<file path="config.mk">
export PLATFORM = sky130hd
export DESIGN_NAME = io_input_conditioner
export DESIGN_NICKNAME = d
export VERILOG_FILES = /design/src/rtl/io_input_conditioner.sv
export SDC_FILE = /design/constraint.sdc
export NUM_CORES = 1
export LEC_CHECK = 0
export ABC_AREA = 1
export CORE_MARGIN = 5
export CORE_UTILIZATION = 30
export DETAILED_ROUTE_END_ITERATION = 8
export HOLD_SLACK_MARGIN = 0.03
export RECOVER_POWER = 100
export SETUP_SLACK_MARGIN = 0.1
export SLEW_MARGIN = 20
export SYNTH_ARGS = -nofsm -noshare
export SYNTH_HDL_FRONTEND = slang
export SYNTH_SLANG_ARGS = --single-unit
export TNS_END_PERCENT = 20
</file>
<file path="constraint.sdc">
create_clock -name wb_clk_i -period 1.6 [get_ports wb_clk_i]
set_clock_uncertainty 0.15 [all_clocks]
set_input_delay 0.16 -clock wb_clk_i [delete_from_list [all_inputs] [get_ports wb_clk_i]]
set_output_delay 0.16 -clock wb_clk_i [all_outputs]
set_load 0.01 [all_outputs]
</file>
<file path="src/rtl/io_input_conditioner.sv">
// Input-pin front end: per-pin synchroniser + debouncer, press pulses, and a
// small press-event FIFO drained by a valid/ready consumer.

module io_ic_lane #(
    parameter int SYNC_STAGES = 2,
    parameter int DB_CYCLES   = 16,
    parameter int CNT_W       = 4
) (
    input  logic clk,
    input  logic rst_n,
    input  logic pin,
    output logic level,
    output logic rise,
    output logic rise_set
);
    logic [SYNC_STAGES-1:0] sync;
    logic [CNT_W-1:0]       cnt;
    logic                   s;
    logic                   term;

    assign s        = sync[SYNC_STAGES-1];
    assign term     = (s != level) && (cnt == CNT_W'(DB_CYCLES - 1));
    // Next-cycle rise, so the pending mask can latch on the same edge as rise.
    assign rise_set = term && !level;

    always_ff @(posedge clk) begin
        if (!rst_n) begin
            sync  <= '0;
            cnt   <= '0;
            level <= 1'b0;
            rise  <= 1'b0;
        end else begin
            sync <= {sync[SYNC_STAGES-2:0], pin};
            if (s == level || term)
                cnt <= '0;
            else
                cnt <= cnt + 1'b1;
            if (term)
                level <= ~level;
            rise <= rise_set;
        end
    end
endmodule

module io_input_conditioner #(
    parameter int N_IN        = 9,
    parameter int SYNC_STAGES = 2,
    parameter int DB_CYCLES   = 16,
    parameter int FIFO_DEPTH  = 4,
    parameter int IDX_W       = $clog2(N_IN)
) (
    input  logic             wb_clk_i,
    input  logic             wb_rst_ni,
    input  logic [N_IN-1:0]  pin_i,
    output logic [N_IN-1:0]  level_o,
    output logic [N_IN-1:0]  rise_o,
    output logic             evt_valid_o,
    output logic [IDX_W-1:0] evt_data_o,
    input  logic             evt_ready_i,
    output logic             evt_overflow_o,
    input  logic             clear_ovf_i
);
    localparam int CNT_W = $clog2(DB_CYCLES);
    localparam int AW    = $clog2(FIFO_DEPTH);

    logic [N_IN-1:0]  rise_set;
    logic [N_IN-1:0]  pend;
    logic [N_IN-1:0]  push_oh;
    logic [IDX_W-1:0] push_idx;
    logic             push, pop, full, empty, avail;
    logic [AW:0]      wr_ptr, rd_ptr;
    logic [IDX_W-1:0] mem [FIFO_DEPTH];

    for (genvar g = 0; g < N_IN; g++) begin : g_lane
        io_ic_lane #(
            .SYNC_STAGES(SYNC_STAGES),
            .DB_CYCLES  (DB_CYCLES),
            .CNT_W      (CNT_W)
        ) u_lane (
            .clk     (wb_clk_i),
            .rst_n   (wb_rst_ni),
            .pin     (pin_i[g]),
            .level   (level_o[g]),
            .rise    (rise_o[g]),
            .rise_set(rise_set[g])
        );
    end

    assign empty = (wr_ptr == rd_ptr);
    assign full  = (wr_ptr[AW] != rd_ptr[AW]) && (wr_ptr[AW-1:0] == rd_ptr[AW-1:0]);
    assign pop   = !empty && evt_ready_i;
    assign avail = !full || pop;
    assign push  = (|pend) && avail;

    // Lowest pending index wins; descending scan leaves the smallest set bit.
    always_comb begin
        push_idx = '0;
        for (int i = N_IN - 1; i >= 0; i--)
            if (pend[i])
                push_idx = IDX_W'(i);
        push_oh = push ? (N_IN'(1) << push_idx) : '0;
    end

    always_ff @(posedge wb_clk_i) begin
        if (!wb_rst_ni) begin
            pend           <= '0;
            evt_overflow_o <= 1'b0;
            wr_ptr         <= '0;
            rd_ptr         <= '0;
        end else begin
            // New press on the same edge as a push keeps the bit set.
            pend <= (pend & ~push_oh) | rise_set;
            if (|(rise_set & pend & ~push_oh))
                evt_overflow_o <= 1'b1;
            else if (clear_ovf_i)
                evt_overflow_o <= 1'b0;
            if (push)
                wr_ptr <= wr_ptr + 1'b1;
            if (pop)
                rd_ptr <= rd_ptr + 1'b1;
        end
    end

    always_ff @(posedge wb_clk_i) begin
        if (push)
            mem[wr_ptr[AW-1:0]] <= push_idx;
    end

    assign evt_valid_o = !empty;
    assign evt_data_o  = empty ? '0 : mem[rd_ptr[AW-1:0]];
endmodule

</file>
**After elaboration in Yosys (flattened, before gate mapping)**

Memory sizes are Yosys's and may differ from the RTL's. A register that Yosys moved wholly into a read port is not among the register bits.
Index checks and enable logic that the tools add are counted.

- $add $sub $neg: 11
- Eq/ne operators: 30
- Shifts and indexed selects: 1
- Mux-type cells: 17
- Bitwise gates (word level): 15
- Reduce and logical (&&, ||, !) cells: 54

Operators by type and width:

| operator | number |
|---|---|
| two-way mux 4 bit | 10 |
| adder 4 x 1 -> 4 bit, second input constant | 9 |
| equality test 4 bit, second input constant | 9 |
| AND 9 bit | 3 |
| logical AND 1 bit | 21 |
| OR reduction 2 bit | 9 |
| OR reduction 9 bit | 2 |
| logical NOT 1 bit | 11 |
| logical OR 1 bit | 10 |
| inequality test 1 bit | 10 |
| inverter 1 bit | 10 |
| equality test 1 bit | 9 |
| two-way mux 9 bit | 1 |
| inverter 9 bit | 1 |
| OR 9 bit | 1 |
| << shifter 1 x 4 -> 9 bit, first input constant | 1 |
| adder 3 x 1 -> 3 bit, second input constant | 2 |
| two-way mux 1 bit | 4 |
| two-way mux 2 bit | 2 |
| equality test 3 bit | 1 |
| equality test 2 bit | 1 |
| nonzero test 2 bit | 1 |

- Register bits after elaboration: 88
- RAM bits: 16
- Input port bits: 13
- Word-level logic and storage cells: 169
- Memories kept: 1

Memory list:

| name | words | bits a word | read ports | clocked after Yosys merged registers in | wr ports | line | RTL |
|---|---|---|---|---|---|---|---|
| mem | 4 | 4 | 1 | 1 | 1 | 72 | `logic [IDX_W-1:0] mem [FIFO_DEPTH];` |

**Longest topological paths before layout**

- Depth after elaboration: 15
- Depth in mapped cells: 15
- Depth with buffers taken out: 15

**By module**

Synthesis repeated with hierarchy kept, for this count alone.

- Cells, all modules: 549
- Area total of the unflattened synthesis: 4434.3 um2

Modules (own cells, without submodules):

| module | times used | cells each | area an instance (um2) | seq. area each (um2) |
|---|---|---|---|---|
| io_ic_lane | 9 | 37 | 304.0 | 160.2 |
| io_input_conditioner | 1 | 216 | 1697.9 | 840.8 |

**Worst setup path after synthesis**

Ideal clock, no wire load.

- Path kind: register -> register
- From: register g_lane[2].u_lane.cnt[0]
- To: register evt_overflow_o
- Library setup time: 56 ps
- Arrival: 1356 ps
- Data required time: 1394 ps
- Slack: 39 ps
- Cell stages (with the launch flop): 11
- Path buffers: 0
- Period minus slack after synthesis: 1561 ps
- Cells stage by stage: dfxtp_1 > ha_1 > nand3_1 > or3b_4 > nor2_1 > o21ai_1 > nand2_1 > nor2_1 > nand3_1 > nand2_1 > inv_1

- Word-level cells in the longest chain between the ends: 7
- Elaborated cells on any way between the ends: 8

Ends and longest elaborated chain:

| what | line | RTL |
|---|---|---|
| start, declared | 17 | `logic [CNT_W-1:0] cnt;` |
| start signal, assigned | 37 | `cnt <= cnt + 1'b1;` |
| equality test 4 bit * | 22 | `assign term = (s != level) && (cnt == CNT_W'(DB_CYCLES - 1));` |
| logical AND 1 bit * | 22 |  |
| logical AND 1 bit * | 24 | `assign rise_set = term && !level;` |
| AND 9 bit * (2 in series) | 113 | `if (\|(rise_set & pend & ~push_oh))` |
| OR reduction 9 bit * | 113 |  |
| two-way mux 1 bit or nonzero test 2 bit (tied branches) | -- |  |
| end signal, assigned | 107 | `evt_overflow_o <= 1'b0;` |
| end signal, assigned | 114 | `evt_overflow_o <= 1'b1;` |
| end signal, assigned | 116 | `evt_overflow_o <= 1'b0;` |
| end, declared | 60 | `output logic evt_overflow_o,` |

Mark *: on every way between the ends. The rest lies on a longest branch, timed or not.
A chain may end at the register's enable or synchronous reset.

**Worst setup path after layout**

- From: register wr_ptr[1]
- To: output evt_data_o[1]

- Word-level cells in the longest chain between the ends: 2

Ends and longest elaborated chain:

| what | line | RTL |
|---|---|---|
| start, declared | 71 | `logic [AW:0] wr_ptr, rd_ptr;` |
| start signal, assigned | 118 | `wr_ptr <= wr_ptr + 1'b1;` |
| equality test 3 bit | 89 | `assign empty = (wr_ptr == rd_ptr);` |
| two-way mux 4 bit | 130 | `assign evt_data_o = empty ? '0 : mem[rd_ptr[AW-1:0]];` |
| end, declared | 58 | `output logic [IDX_W-1:0] evt_data_o,` |

Every way passes these cells.

==> metrics.yaml <==
run_status: "finished with violations"
failed_checks: "negative setup slack"
synth_unique_cells: 31
grt_use_total: 0.110
initial_core_utilization: 0.305
final_hold_viol_count: 0
h-tree-depth: 3
clk_root_buffer_cell: "sky130_fd_sc_hd__clkbuf_16"
fillCellCount: 1439
drc: 0
min_period_ns: 1.76
initial_antenna_violation_count: 0
highest_net_fanout_along_the_worst_path: 6
max_freq_ghz: 0.569
diodes: 0
wire_per_inst_um: 11.7
worst_pin_slew_ns: 0.360
die_height_um: 131
timing.slew.headroom: 0.760
tritoncts.num_buffers: 9
hold_class: "in2reg"
r2r_slack_ns: -0.10
drt_wl_total_um: 9150
largest_net_degree_at_the_start_of_global_routing: 20
p_total_w: 0.00542
grt_setup_unrepaired: "true"
clk_network_pwr_share: 0.433
slew_violations: 0
drt.antenna.violating_nets: 0
combinational_fraction_of_design_power: 0.056
pin_count: 37
grt_pass1_vias: 3572
cts.sink_count: 106
finalWeightedCongestion: 0.817
insertion_delay_to_the_later_sink_of_the_worst_skew_pair_ns: 0.35
area_delta_synth_final_pct: 29.3
placement.setup.worst_slack_ns: -0.343
clock_path_buffers: 2
synth_net_count: 544
chipWidth_um: 131
worst_setup_hold_path_clk_slew_ns: 0.07
synth_seq_area_share: 0.517
net-switching-power_w: 0.00116
slowest_stage: "sky130_fd_sc_hd__dfxtp_2"
synth_edf_count: 16
hold_path.startpoint: "pin_i[3]"
sw_frac_of_total: 0.215
period_share: 1.10
first_iter_violations: 166
tritoncts: "yes"
leakagePower_nw: 2.50
cp_top_family: "simple AND/OR/NAND/NOR gates"
drt_pass1_iterations: 4
synth.cell_area_mm2: 0.00442
floorplan.die_area_mm2: 0.0173
synthesis.area_per_instance_um2: 8.55
end_kind: "primary output"
ys_top_cells_by_area: "sky130_fd_sc_hd__dfxtp_1, sky130_fd_sc_hd__edfxtp_1, sky130_fd_sc_hd__nand2_1, sky130_fd_sc_hd__nor2_1, sky130_fd_sc_hd__inv_1"
synth_largest_area_cell: "sky130_fd_sc_hd__dfxtp_1"
vias_per_std_cell: 4.36
post_synth_inst_count: 517
worstSetupPathType: "reg2out"
power_report.internal_total_w: 0.00425
worst_r2r_startpoint: "g_lane[2].u_lane.cnt[1]"
timing.hold.worst_path_depth: 3
synth_top_flop_cell: "sky130_fd_sc_hd__dfxtp_1"
critPathBufInv: 3
yosysWarningCount: 0
reg2regPathDepth: 10
final_core_util: 0.395
globalRouteOverflowTotal: 0
power.density_mw_per_mm2: 948
ys_seq_elements: 106
critical_path_arrival_ns: 1.45
placeableCoreArea_mm2: 0.0145
numPortBuffers: 36
route.vias.total: 3416
maxcap_violations: 0
grt_pass1_wl_um: 15800
layout-drive-gt1-share: 0.262
ir_drop_v: 0.000408
worst_path_largest_cell_delay_ns: 0.34
timing.critical_path.cells: "buf_6, nand2_4, nand2_1, nor2_4, nand2_4, nand2_2, inv_2, buf_6"
post-route-worst-setup-slack_ns: -0.156
synth-async-reset-ratio: 0
share_seq_of_total_power: 0.511
crit_path_start_kind: "flip-flop"
synth_top_cell_area_share: 0.408
worst_r2r_endpoint: "evt_overflow_o"
layout.nets: 622
crit_required_ns: 1.29
worst_hold_path.endpoint: "g_lane[3].u_lane.sync[0]"
setup-violations-final: 14
number_of_core_rows: 44
hpwl_um: 6870
==> kinds of logic (layout without fill, tap and decap cells) <==
| group | Yosys count | after routing | share of synthesized area |
|---|---|---|---|
| AO/OA/AOI/OAI | 56 | 56 | 0.0694 |
| AND/OR/NAND/NOR | 219 | 219 | 0.232 |
| XOR/XNOR | 20 | 20 | 0.0396 |
| adder cells (fa/ha/maj) | 14 | 14 | 0.0396 |
| flip-flops | 106 | 106 | 0.517 |
| buffers and inverters | 102 | 185 | 0.103 |
==> layout make-up <==
| type | instances | area (µm²) | area share |
|---|---|---|---|
| Clock inverter | 6 | 87.6 | 0.0153 |
| Multi-Input combinational cell | 309 | 1820 | 0.319 |
| Sequential cell | 106 | 2300 | 0.403 |
| Inverter | 77 | 292 | 0.0510 |
| Clock buffer | 10 | 229 | 0.0401 |
| Timing Repair Buffer | 92 | 751 | 0.131 |
| Tap cell | 184 | 230 | 0.0403 |
==> stage by stage <==
stage          std cells  area [µm²]  hold slack [ns]  TNS (ns)
4_1_cts              782        5660            0.178    -0.591
2_1_floorplan        517        4460            0.108         0
3_3_place_gp         760        5240            0.244     -5.17
5_1_grt              784        5710            0.199     -2.22
3_5_place_dp         760        5240            0.250     -6.53
6_report             784        5710            0.190    -0.905
==> cell usage after synthesis, types with 7 or more instances <==
library cell,number
sky130_fd_sc_hd__a21oi_1,24
sky130_fd_sc_hd__buf_4,19
sky130_fd_sc_hd__dfxtp_1,90
sky130_fd_sc_hd__edfxtp_1,16
sky130_fd_sc_hd__ha_1,14
sky130_fd_sc_hd__inv_1,68
sky130_fd_sc_hd__inv_2,9
sky130_fd_sc_hd__nand2_1,77
sky130_fd_sc_hd__nand2_2,8
sky130_fd_sc_hd__nand3_1,28
sky130_fd_sc_hd__nand4_1,8
sky130_fd_sc_hd__nor2_1,72
sky130_fd_sc_hd__nor3_1,7
sky130_fd_sc_hd__o21ai_0,24
sky130_fd_sc_hd__xnor2_1,9
sky130_fd_sc_hd__xor2_1,11
==> how the worst max path moves through the flow <==
stage                      from              to  slack, ns  cells after the start
floorplan             wr_ptr[1]       mem[0][0]       0.06                      7
global placement    evt_ready_i       mem[0][1]      -0.25                      6
detailed placement  evt_ready_i       mem[0][3]      -0.34                      6
CTS                   rd_ptr[1]  evt_overflow_o       -0.1                     14
global route          wr_ptr[0]  evt_overflow_o      -0.24                     14
finish                wr_ptr[1]   evt_data_o[1]      -0.16                      8
==> cell usage in the layout (no fill, tap or decap), types with 19 or more instances in the layout <==
cell,netlist,routed
sky130_fd_sc_hd__dfxtp_1,90,76
sky130_fd_sc_hd__nor2_1,72,65
sky130_fd_sc_hd__nand2_1,77,63
sky130_fd_sc_hd__inv_1,68,62
sky130_fd_sc_hd__buf_4,19,37
sky130_fd_sc_hd__nand3_1,28,26
sky130_fd_sc_hd__a21oi_1,24,21
sky130_fd_sc_hd__nand2_2,8,19
sky130_fd_sc_hd__o21ai_0,24,19
sky130_fd_sc_hd__dlygate4sd2_1,0,19
==> power groups by stage <==
stage / Combinational (W) / Clock [W] / Sequential, W
final: 0.000305 / 0.00234 / 0.00277
after global placement: 0.000255 / 0 / 0.00282
after CTS: 0.000294 / 0.00241 / 0.00277
after global routing: 0.000341 / 0.00252 / 0.00277
after detailed placement: 0.000262 / 0 / 0.00282
after floorplan: 0.000148 / 0 / 0.00281
==> per-layer routing <==
layer	wire length (µm)	vias up	GRT usage
met1	4150	1578	0.128
met4	215	0	0.0514
met5	0	-	0
met3	306	16	0.0260
met2	4480	47	0.189
li1	-	1775	-
==> flip-flops by register name, indices dropped and copies added (netlist names), named ones only <==
| register | count |
|---|---|
| g_lane.u_lane.cnt | 36 |
| g_lane.u_lane.sync | 18 |
| mem | 16 |
| g_lane.u_lane.level | 9 |
| g_lane.u_lane.rise | 9 |
| pend | 9 |
| rd_ptr | 3 |
| wr_ptr | 3 |
| evt_overflow_o | 1 |
==> worst reg2reg max path: cells and delay by family, from the launching register on <==
family / cells / cell delay (ns)
simple gates: 7 / 0.86
flops: 1 / 0.38
fa+ha+maj: 1 / 0.16
compound gates: 1 / 0.06
buf+inv: 1 / 0.04
==> timing repair <==
| item | 4_1_cts | 5_1_grt |
|---|---|---|
| resized for setup | 85 | 28 |
| endpoints found under the setup margin | 62 | 47 |
| hold buffers | 0 | 0 |
| setup buffers | 6 | 3 |
| pin swaps | 20 | 18 |
Power figures use the tool's default switching activity.
